File: src/rtl/pipe_stage_reg_if.sv
// Payload bundle carried across one pipeline boundary (valid, op, sel, operands, destination, write enable).
// The driving side uses the master modport; the receiving side uses slave.
interface pipe_stage_reg_if #(
    parameter int DATA_W = 32,
    parameter int OP_W   = 8,
    parameter int SEL_W  = 3,
    parameter int ADDR_W = 5
);
    logic              valid;
    logic [OP_W-1:0]   op;
    logic [SEL_W-1:0]  sel;
    logic [DATA_W-1:0] num1;
    logic [DATA_W-1:0] num2;
    logic [ADDR_W-1:0] desReg_addr;
    logic              en_wd;

    modport master (output valid, op, sel, num1, num2, desReg_addr, en_wd);
    modport slave  (input  valid, op, sel, num1, num2, desReg_addr, en_wd);
endinterface

File: src/rtl/pipe_stage_reg.sv
// Generic pipeline boundary register (ID/EX, EX/MEM, MEM/WB) with flush, bubble and hold.
// Optional saturating stall/bubble counters are built when PIPE_PERF_CNT_EN is defined.
module pipe_stage_reg #(
    parameter int               DATA_W    = 32,
    parameter int               OP_W      = 8,
    parameter int               SEL_W     = 3,
    parameter int               ADDR_W    = 5,
    parameter int               STOP_W    = 6,
    parameter int               STAGE_IDX = 2,
    parameter logic [OP_W-1:0]  OP_NOP    = 8'h00,
    parameter logic [SEL_W-1:0] SEL_NOP   = 3'b000,
    parameter int               CNT_W     = 16
) (
    input  logic              clk,
    input  logic              rst,
    input  logic [STOP_W-1:0] stop,
    input  logic              flush,
    pipe_stage_reg_if.slave   up_i,
    pipe_stage_reg_if.master  dn_o
`ifdef PIPE_PERF_CNT_EN
    ,
    output logic [CNT_W-1:0]  stall_cnt,
    output logic [CNT_W-1:0]  bubble_cnt
`endif
);

    typedef struct packed {
        logic              valid;
        logic [OP_W-1:0]   op;
        logic [SEL_W-1:0]  sel;
        logic [DATA_W-1:0] num1;
        logic [DATA_W-1:0] num2;
        logic [ADDR_W-1:0] desReg_addr;
        logic              en_wd;
    } payload_t;

    logic     up, dn;
    logic     do_bubble, do_hold;
    logic     unused_stop;
    payload_t nop_c, load_c, pl_d, pl_q;

    assign up          = stop[STAGE_IDX];
    assign dn          = stop[STAGE_IDX+1];
    // Only two stop bits matter here; the rest belong to other boundaries.
    assign unused_stop = ^stop;
    assign do_bubble   = !flush && up && !dn;
    assign do_hold     = !flush && up && dn;

    always_comb begin
        nop_c             = '0;
        nop_c.op          = OP_NOP;
        nop_c.sel         = SEL_NOP;

        load_c.valid       = up_i.valid;
        load_c.op          = up_i.op;
        load_c.sel         = up_i.sel;
        load_c.num1        = up_i.num1;
        load_c.num2        = up_i.num2;
        load_c.desReg_addr = up_i.desReg_addr;
        load_c.en_wd       = up_i.en_wd & up_i.valid;
    end

    // up=0 always loads, including the dn=1 combination ctrl never produces.
    always_comb begin
        pl_d = load_c;
        if (flush || do_bubble) pl_d = nop_c;
        else if (do_hold)       pl_d = pl_q;
    end

    always_ff @(posedge clk) begin
        if (rst) pl_q <= nop_c;
        else     pl_q <= pl_d;
    end

    assign dn_o.valid       = pl_q.valid;
    assign dn_o.op          = pl_q.op;
    assign dn_o.sel         = pl_q.sel;
    assign dn_o.num1        = pl_q.num1;
    assign dn_o.num2        = pl_q.num2;
    assign dn_o.desReg_addr = pl_q.desReg_addr;
    assign dn_o.en_wd       = pl_q.en_wd;

`ifdef PIPE_PERF_CNT_EN
    logic [CNT_W-1:0] stall_cnt_q, stall_cnt_d;
    logic [CNT_W-1:0] bubble_cnt_q, bubble_cnt_d;

    // Counters stick at all-ones instead of wrapping.
    always_comb begin
        stall_cnt_d  = stall_cnt_q;
        bubble_cnt_d = bubble_cnt_q;
        if (do_hold && stall_cnt_q != '1)     stall_cnt_d  = stall_cnt_q + CNT_W'(1);
        if (do_bubble && bubble_cnt_q != '1)  bubble_cnt_d = bubble_cnt_q + CNT_W'(1);
    end

    always_ff @(posedge clk) begin
        if (rst) begin
            stall_cnt_q  <= '0;
            bubble_cnt_q <= '0;
        end else begin
            stall_cnt_q  <= stall_cnt_d;
            bubble_cnt_q <= bubble_cnt_d;
        end
    end

    assign stall_cnt  = stall_cnt_q;
    assign bubble_cnt = bubble_cnt_q;
`endif

endmodule

File: src/flat_wrapper.sv
// flat-port wrapper written by rule: the top's interface ports become plain ports
module pipe_stage_reg_flat 
#(
    parameter int               DATA_W    = 32,
    parameter int               OP_W      = 8,
    parameter int               SEL_W     = 3,
    parameter int               ADDR_W    = 5,
    parameter int               STOP_W    = 6,
    parameter int               STAGE_IDX = 2,
    parameter logic [OP_W-1:0]  OP_NOP    = 8'h00,
    parameter logic [SEL_W-1:0] SEL_NOP   = 3'b000,
    parameter int               CNT_W     = 16
)
  (clk, rst, stop, flush, up_i_valid, up_i_op, up_i_sel, up_i_num1, up_i_num2, up_i_desReg_addr, up_i_en_wd, dn_o_valid, dn_o_op, dn_o_sel, dn_o_num1, dn_o_num2, dn_o_desReg_addr, dn_o_en_wd);
  pipe_stage_reg_if #(.DATA_W(DATA_W), .OP_W(OP_W), .SEL_W(SEL_W), .ADDR_W(ADDR_W)) up_i_i ();
  pipe_stage_reg_if #(.DATA_W(DATA_W), .OP_W(OP_W), .SEL_W(SEL_W), .ADDR_W(ADDR_W)) dn_o_i ();
  input  logic clk;
  input  logic rst;
  input  logic [STOP_W-1:0] stop;
  input  logic flush;
  input wire logic [$bits(up_i_i.valid)-1:0] up_i_valid;
  input wire logic [$bits(up_i_i.op)-1:0] up_i_op;
  input wire logic [$bits(up_i_i.sel)-1:0] up_i_sel;
  input wire logic [$bits(up_i_i.num1)-1:0] up_i_num1;
  input wire logic [$bits(up_i_i.num2)-1:0] up_i_num2;
  input wire logic [$bits(up_i_i.desReg_addr)-1:0] up_i_desReg_addr;
  input wire logic [$bits(up_i_i.en_wd)-1:0] up_i_en_wd;
  output wire logic [$bits(dn_o_i.valid)-1:0] dn_o_valid;
  output wire logic [$bits(dn_o_i.op)-1:0] dn_o_op;
  output wire logic [$bits(dn_o_i.sel)-1:0] dn_o_sel;
  output wire logic [$bits(dn_o_i.num1)-1:0] dn_o_num1;
  output wire logic [$bits(dn_o_i.num2)-1:0] dn_o_num2;
  output wire logic [$bits(dn_o_i.desReg_addr)-1:0] dn_o_desReg_addr;
  output wire logic [$bits(dn_o_i.en_wd)-1:0] dn_o_en_wd;
  assign up_i_i.valid = up_i_valid;
  assign up_i_i.op = up_i_op;
  assign up_i_i.sel = up_i_sel;
  assign up_i_i.num1 = up_i_num1;
  assign up_i_i.num2 = up_i_num2;
  assign up_i_i.desReg_addr = up_i_desReg_addr;
  assign up_i_i.en_wd = up_i_en_wd;
  assign dn_o_valid = dn_o_i.valid;
  assign dn_o_op = dn_o_i.op;
  assign dn_o_sel = dn_o_i.sel;
  assign dn_o_num1 = dn_o_i.num1;
  assign dn_o_num2 = dn_o_i.num2;
  assign dn_o_desReg_addr = dn_o_i.desReg_addr;
  assign dn_o_en_wd = dn_o_i.en_wd;
  pipe_stage_reg #(.DATA_W(DATA_W), .OP_W(OP_W), .SEL_W(SEL_W), .ADDR_W(ADDR_W), .STOP_W(STOP_W), .STAGE_IDX(STAGE_IDX), .OP_NOP(OP_NOP), .SEL_NOP(SEL_NOP), .CNT_W(CNT_W)) u_core (.clk(clk), .rst(rst), .stop(stop), .flush(flush), .up_i(up_i_i), .dn_o(dn_o_i));
endmodule
File: config.mk
export PLATFORM = sky130hd
export DESIGN_NAME = pipe_stage_reg_flat
export DESIGN_NICKNAME = d
export VERILOG_FILES = /design/src/rtl/pipe_stage_reg_if.sv /design/src/rtl/pipe_stage_reg.sv /design/src/flat_wrapper.sv
export SDC_FILE = /design/constraint.sdc
export NUM_CORES = 1
export LEC_CHECK = 0
export CORE_AREA = 5 5 114 73
export CTS_CLUSTER_SIZE = 20
export DETAILED_ROUTE_END_ITERATION = 16
export DIE_AREA = 0 0 119 78
export PLACE_DENSITY = 0.95
export SYNTH_ARGS = -nofsm -noshare
export SYNTH_HDL_FRONTEND = slang
export SYNTH_SLANG_ARGS = --single-unit
File: constraint.sdc
create_clock -name clk -period 2.7 [get_ports clk]
set_input_delay 0.405 -clock clk [delete_from_list [all_inputs] [get_ports clk]]
set_output_delay 0.405 -clock clk [all_outputs]
set_load 0.05 [all_outputs]
# ---- Word level (Yosys, flattened, before mapping)
# Cells that the tools add are included.
dict set report op_classes {
  bitwise 1
  reduce_logical 7
}
# operator count
set ops {}
lappend ops {{logical AND 1 bit} 3}
lappend ops {{logical NOT 1 bit} 2}
lappend ops {{OR reduction 2 bit} 1}
lappend ops {{bitwise AND 1 bit} 1}
lappend ops {{logical OR 1 bit} 1}
dict set report word_totals {
  wordCells 15
  reg_bits 82
}

# ---- Longest topological paths before layout
# Gate-level depths: netlist (run 1).
dict set report logic_depth {
  ltp_word 5
  depth_mapped 4
  depth_no_buf 2
}

# ---- Worst setup path before layout (run 1)
# OpenSTA, ideal clock, no wires.
dict set report synth_timing {
  path_type {input-to-reg}
  from {input rst}
  to {register u_core.pl_q, in the netlist u_core.dn_o.op[1]}
  path_buffers 2
  setup_ns 0.117
  arrival_time_ns 1.102
  setup_slack_ns 1.481
  stages 4
  path_cell_list {and4bb_2 > buf_6 > clkbuf_8 > a22o_2}
}
dict set report synth_via {
  elab_chain_len 1
}
# item line
set synth_lines {}
lappend synth_lines {{from (decl)} flat_wrapper.sv:18} ;# input logic rst;
lappend synth_lines {{OR reduction 2 bit (no source line)} --}
lappend synth_lines {{to (signal assigned)} pipe_stage_reg.sv:71} ;# if (rst) pl_q <= nop_c;
lappend synth_lines {{to (signal assigned)} pipe_stage_reg.sv:72} ;# else pl_q <= pl_d;
lappend synth_lines {{to (decl)} pipe_stage_reg.sv:40} ;# payload_t nop_c, load_c, pl_d, pl_q;
# Every way passes these cells.
# A chain may end at the register's enable or synchronous reset.

# ---- Final worst setup path (run 1)
dict set report layout_timing {
  from {register u_core.pl_q, in the netlist u_core.dn_o.num2[13]}
  to {output dn_o_num2[13]}
}
# item line
set layout_rtl {}
lappend layout_rtl {{to (decl)} flat_wrapper.sv:32} ;# output wire logic [$bits(dn_o_i.num2)-1:0] dn_o_num2;
# No word-level cell between the ends.

==> results of run 1 <==
flip-flops by register name, summed over array words and instances (netlist names):
name / count
u_core.dn_o.op: 8
u_core.dn_o.valid: 1
u_core.dn_o.sel: 3
u_core.dn_o.desReg_addr: 5
u_core.dn_o.num1: 32
u_core.dn_o.num2: 32
u_core.dn_o.en_wd: 1
synthesized netlist by cell type, drive strengths merged:
| cell type | n | area [µm²] |
|---|---|---|
| clkbuf | 8 | 110 |
| nor3 | 1 | 16.3 |
| and4bb | 1 | 12.5 |
| buf | 9 | 101 |
| a32o | 1 | 10.0 |
| dfxtp | 82 | 1640 |
| a22o | 81 | 802 |
worst paths after layout:
path                             start              endpoint  slack [ps]  depth (start not counted)
setup / recovery  u_core.dn_o.num2[13]         dn_o_num2[13]         750                          1
hold reg to reg      u_core.dn_o.op[1]     u_core.dn_o.op[1]         470                          1
setup reg to reg  u_core.dn_o.num2[11]  u_core.dn_o.num2[11]        2030                          1
hold / removal       u_core.dn_o.op[1]     u_core.dn_o.op[1]         470                          1
area by class of cell:
class / count / area (µm²)
fillers: 514 / 2460
clock buffers: 10 / 229
multi-input cells: 84 / 841
clock inverters: 5 / 80.1
repair buffers: 171 / 1720
flip-flops and latches: 82 / 1640
well taps: 91 / 114
report_power, final:
part	internal (mW)	switching [mW]
Sequential	1.25	0.0211
Combinational	0.205	0.198
Clock	0.803	0.468
logic make-up (layout without fill, tap and decap cells):
kind of cell,Yosys count,count (layout),synth area share
compound gates,82,82,0.301
simple gates,2,2,0.0107
flops,82,82,0.609
buf+inv,17,186,0.0785
routing by layer:
metal	global-route usage	up-vias	part of all wire
li1	-	1038	-
met4	0.0486	0	0.0075
met1	0.229	1057	0.45
met5	0	-	0
met2	0.277	122	0.45
met3	0.0807	7	0.089
==> impl_metrics.ini, run 1 <==
[status]
run_status = complete, no violations

[grt]
gr-total-overflow = 0
grt_pass1_wl_mm = 13.2
grt_pass1_vias = 2409
grt_usage = 0.180
antenna_found_initial = 0
grt_max_degree = 83

[timing]
setup_violations = 0
finalHoldViolations = 0
fin_skew_ps = 0
period_share = 0.722
maxSlewHeadroom = 0.630
tightest_slew_ps = 553
hold_ws_ps = 473
period_needed_ps = 1950
rsz0062_at_grt = no
fin_ws_ps = 751
maxSlewViolCount = 0
tns_ps = 0
fmax_mhz = 513

[cts]
cts_sinks = 82
clockBufferDepth = 2
cts-root-buf = clkbuf_16
cts_htree_levels = 3
clk_pin_slew_ps = 60
cts_hold_buf = 0
cts_setup_buffers = 0
cts_made_buffers = 9
cts_tree = built
clk_latency_ps = 330
ctsResizeCount = 0

[floorplanning]
die_width_um = 119
rows = 24
start_util = 0.380
die-area_um2 = 9280
coreArea_um2 = 7090
die_y_um = 78
ios = 173

[cells_and_area]
final_nets = 439
fin_cells = 443
final_cell_mix = clkdlybuf4s50_1, dfxtp_1, a22o_2, clkbuf_16, a22o_1
mostFrequentLayoutCell = clkdlybuf4s50_1
fin_area_um2 = 4620
drive_gt1_frac = 0.264
syn_to_final_growth_pct = 71.6
post-route-util = 0.652
diodes = 0

[pwr]
power.total_mw = 2.94
peakVddDrop_mv = 0.283
power.density_nw_per_um2 = 636
leakagePower_nw = 1.76

[worst_setup_path]
worstPathBufferInverterCount = 1
critPathArrivalTime_ps = 1540
crit_path_top_delay_cell = clkdlybuf4s50_1
slowest_delay_ps = 860
crit_chain = clkdlybuf4s50_1
crit_fanout = 2
required_ps = 2300
cp-end-kind = output port
startpoint_type = register
crit_family = buffers and inverters
worstSetupPathType = register to output port

[logic_synthesis]
syn_nets = 274
seq_area_frac_synth = 0.609
ys_warn_count = 0
syn_inst = 183
synth_area_um2 = 2690
ys_types = 8
ys_ff_latch = 82
syn_area_per_cell_um2 = 14.7

[drt]
drt-wirelength-per-cell_um = 18.7
ant_nets = 0
via_per_inst = 5.02
via_count = 2224
drc_errors = 0
drt-initial-drc-count = 187
dr.pass1.iters = 4
drt_wl_total_mm = 8.28

[placement]
dpl_cell_area_um2 = 4310
hpwlAfterDp_mm = 5.76
place_ws_ps = 814
io_buffers = 168
place_congestion = 0.735
post-place-cells = 428

[run]
cap_violations = 0

[hold_path]
hp-class = register to register
No activity file was read; power rests on OpenSTA's default activity.
==> run 2: changes to the inputs <==
CORE_AREA = 5 5 125 80   (was 5 5 114 73)
DIE_AREA = 0 0 130 85   (was 0 0 119 78)
PLACE_DENSITY = 0.84   (was 0.95)
clock period = 1.6 ns   (was 2.7 ns; I/O delays follow)
==> impl_metrics.ini, run 2 (synthesized netlist as in run 1, its figures left out) <==
[status]
run_status = complete, no violations

[floorplanning]
coreArea_um2 = 8780
die_width_um = 130
ios = 173
die-area_um2 = 11100
die_y_um = 85
rows = 27
start_util = 0.307

[worst_setup_path]
crit_chain = clkdlybuf4s50_1 > and4bb_2 > buf_12 > a22o_2
crit_path_top_delay_cell = clkdlybuf4s50_1
rrSetupSlack_ps = 940
critPathArrivalTime_ps = 1490
critPathLaunch = flush
critical_path_cell_count = 4
crit_fanout = 47
required_ps = 1820
crit_family = buffers and inverters
slowest_delay_ps = 520
critPathCapture = u_core.dn_o.num2[20]
worstPathBufferInverterCount = 2
timing.rr.end = u_core.dn_o.num1[7]
startpoint_type = input pin
worstSetupPathType = input pin to register
r2r_start = u_core.dn_o.num1[7]
r2r_cells = 1
cp-end-kind = register

[drt]
via_per_inst = 4.67
drt-initial-drc-count = 101
ant_nets = 0
drc_errors = 0
via_count = 2204
drt-wirelength-per-cell_um = 15.8
dr.pass1.iters = 4
drt_wl_total_mm = 7.45

[timing]
maxSlewViolCount = 0
period_needed_ps = 1270
rsz0062_at_grt = no
period_share = 0.794
fmax_mhz = 787
tns_ps = 0
finalHoldViolations = 0
tightest_slew_ps = 254
fin_ws_ps = 330
fin_skew_ps = 0
maxSlewHeadroom = 0.830
setup_violations = 0

[cells_and_area]
diodes = 0
final_cell_mix = clkdlybuf4s50_1, buf_4, dfxtp_1, a22o_2, clkbuf_16
syn_to_final_growth_pct = 68.3
fin_area_um2 = 4530
drive_gt1_frac = 0.500
fin_cells = 472
final_nets = 442
mostFrequentLayoutCell = clkdlybuf4s50_1
post-route-util = 0.516

[grt]
top_usage_layer = met2
grt_max_degree = 48
grt_pass1_wl_mm = 11.4
antenna_found_initial = 0
grt_usage = 0.130
grt_pass1_vias = 2296
met2_usage = 0.200
gr-total-overflow = 0
grt_use_met1 = 0.153
grt.met3_usage = 0.0692

[cts]
ctsResizeCount = 0
clockBufferDepth = 2
clk_pin_slew_ps = 60
cts-root-buf = clkbuf_16
cts_tree = built
cts_hold_buf = 0
cts_sinks = 82
cts_htree_levels = 3
cts_setup_buffers = 0
clk_latency_ps = 320
cts_made_buffers = 9

[placement]
place_congestion = 0.715
post-place-cells = 456
dpl_cell_area_um2 = 4200
io_buffers = 168
hpwlAfterDp_mm = 5.51
place_ws_ps = -1.79

[run]
cap_violations = 0

[hold_path]
hp-class = register to register

[pwr]
peakVddDrop_mv = 0.719
power.density_nw_per_um2 = 1120
leakagePower_nw = 1.95
## run 2: cell type report
class | instances | area [µm²]
multi-input combinational | 84 | 841
clock buffer | 11 | 233
sequential | 82 | 1640
clock inverter | 5 | 103
tap | 116 | 145
timing repair buffer | 174 | 1570
fill | 754 | 4250
## run 2: metal layers
| layer | share of wire | up-vias | wire [µm] |
|---|---|---|---|
| met5 | 0 | - | 0 |
| met2 | 0.45 | 102 | 3380 |
| met3 | 0.11 | 12 | 840 |
| li1 | - | 1045 | - |
| met4 | 0.018 | 0 | 131 |
| met1 | 0.42 | 1045 | 3100 |
## run 2: where the power goes
group	internal, mW	total (mW)	switching [mW]	leakage [nW]
Combinational	0.334	0.663	0.330	1.13
Sequential	2.10	2.14	0.0349	0.668
Clock	1.52	2.30	0.776	0.160
## run 2: worst min path at each step
stage	cells past startpoint	slack, ps	endpoint	startpoint
after global placement	1	450	u_core.dn_o.en_wd	u_core.dn_o.en_wd
after global routing	1	490	u_core.dn_o.num1[31]	u_core.dn_o.num1[31]
after CTS	1	480	u_core.dn_o.num1[24]	u_core.dn_o.num1[24]
after detailed placement	1	460	u_core.dn_o.num1[16]	u_core.dn_o.num1[16]
after floorplan	1	370	u_core.dn_o.desReg_addr[4]	up_i_desReg_addr[4]
final	1	480	u_core.dn_o.num1[31]	u_core.dn_o.num1[31]
## run 2: through the flow
stage	total power, mW	hold WS (ps)
after floorplan	2.52	373
after global placement	2.84	454
after detailed placement	2.85	459
after CTS	5.18	478
after global routing	5.29	487
final	5.10	476
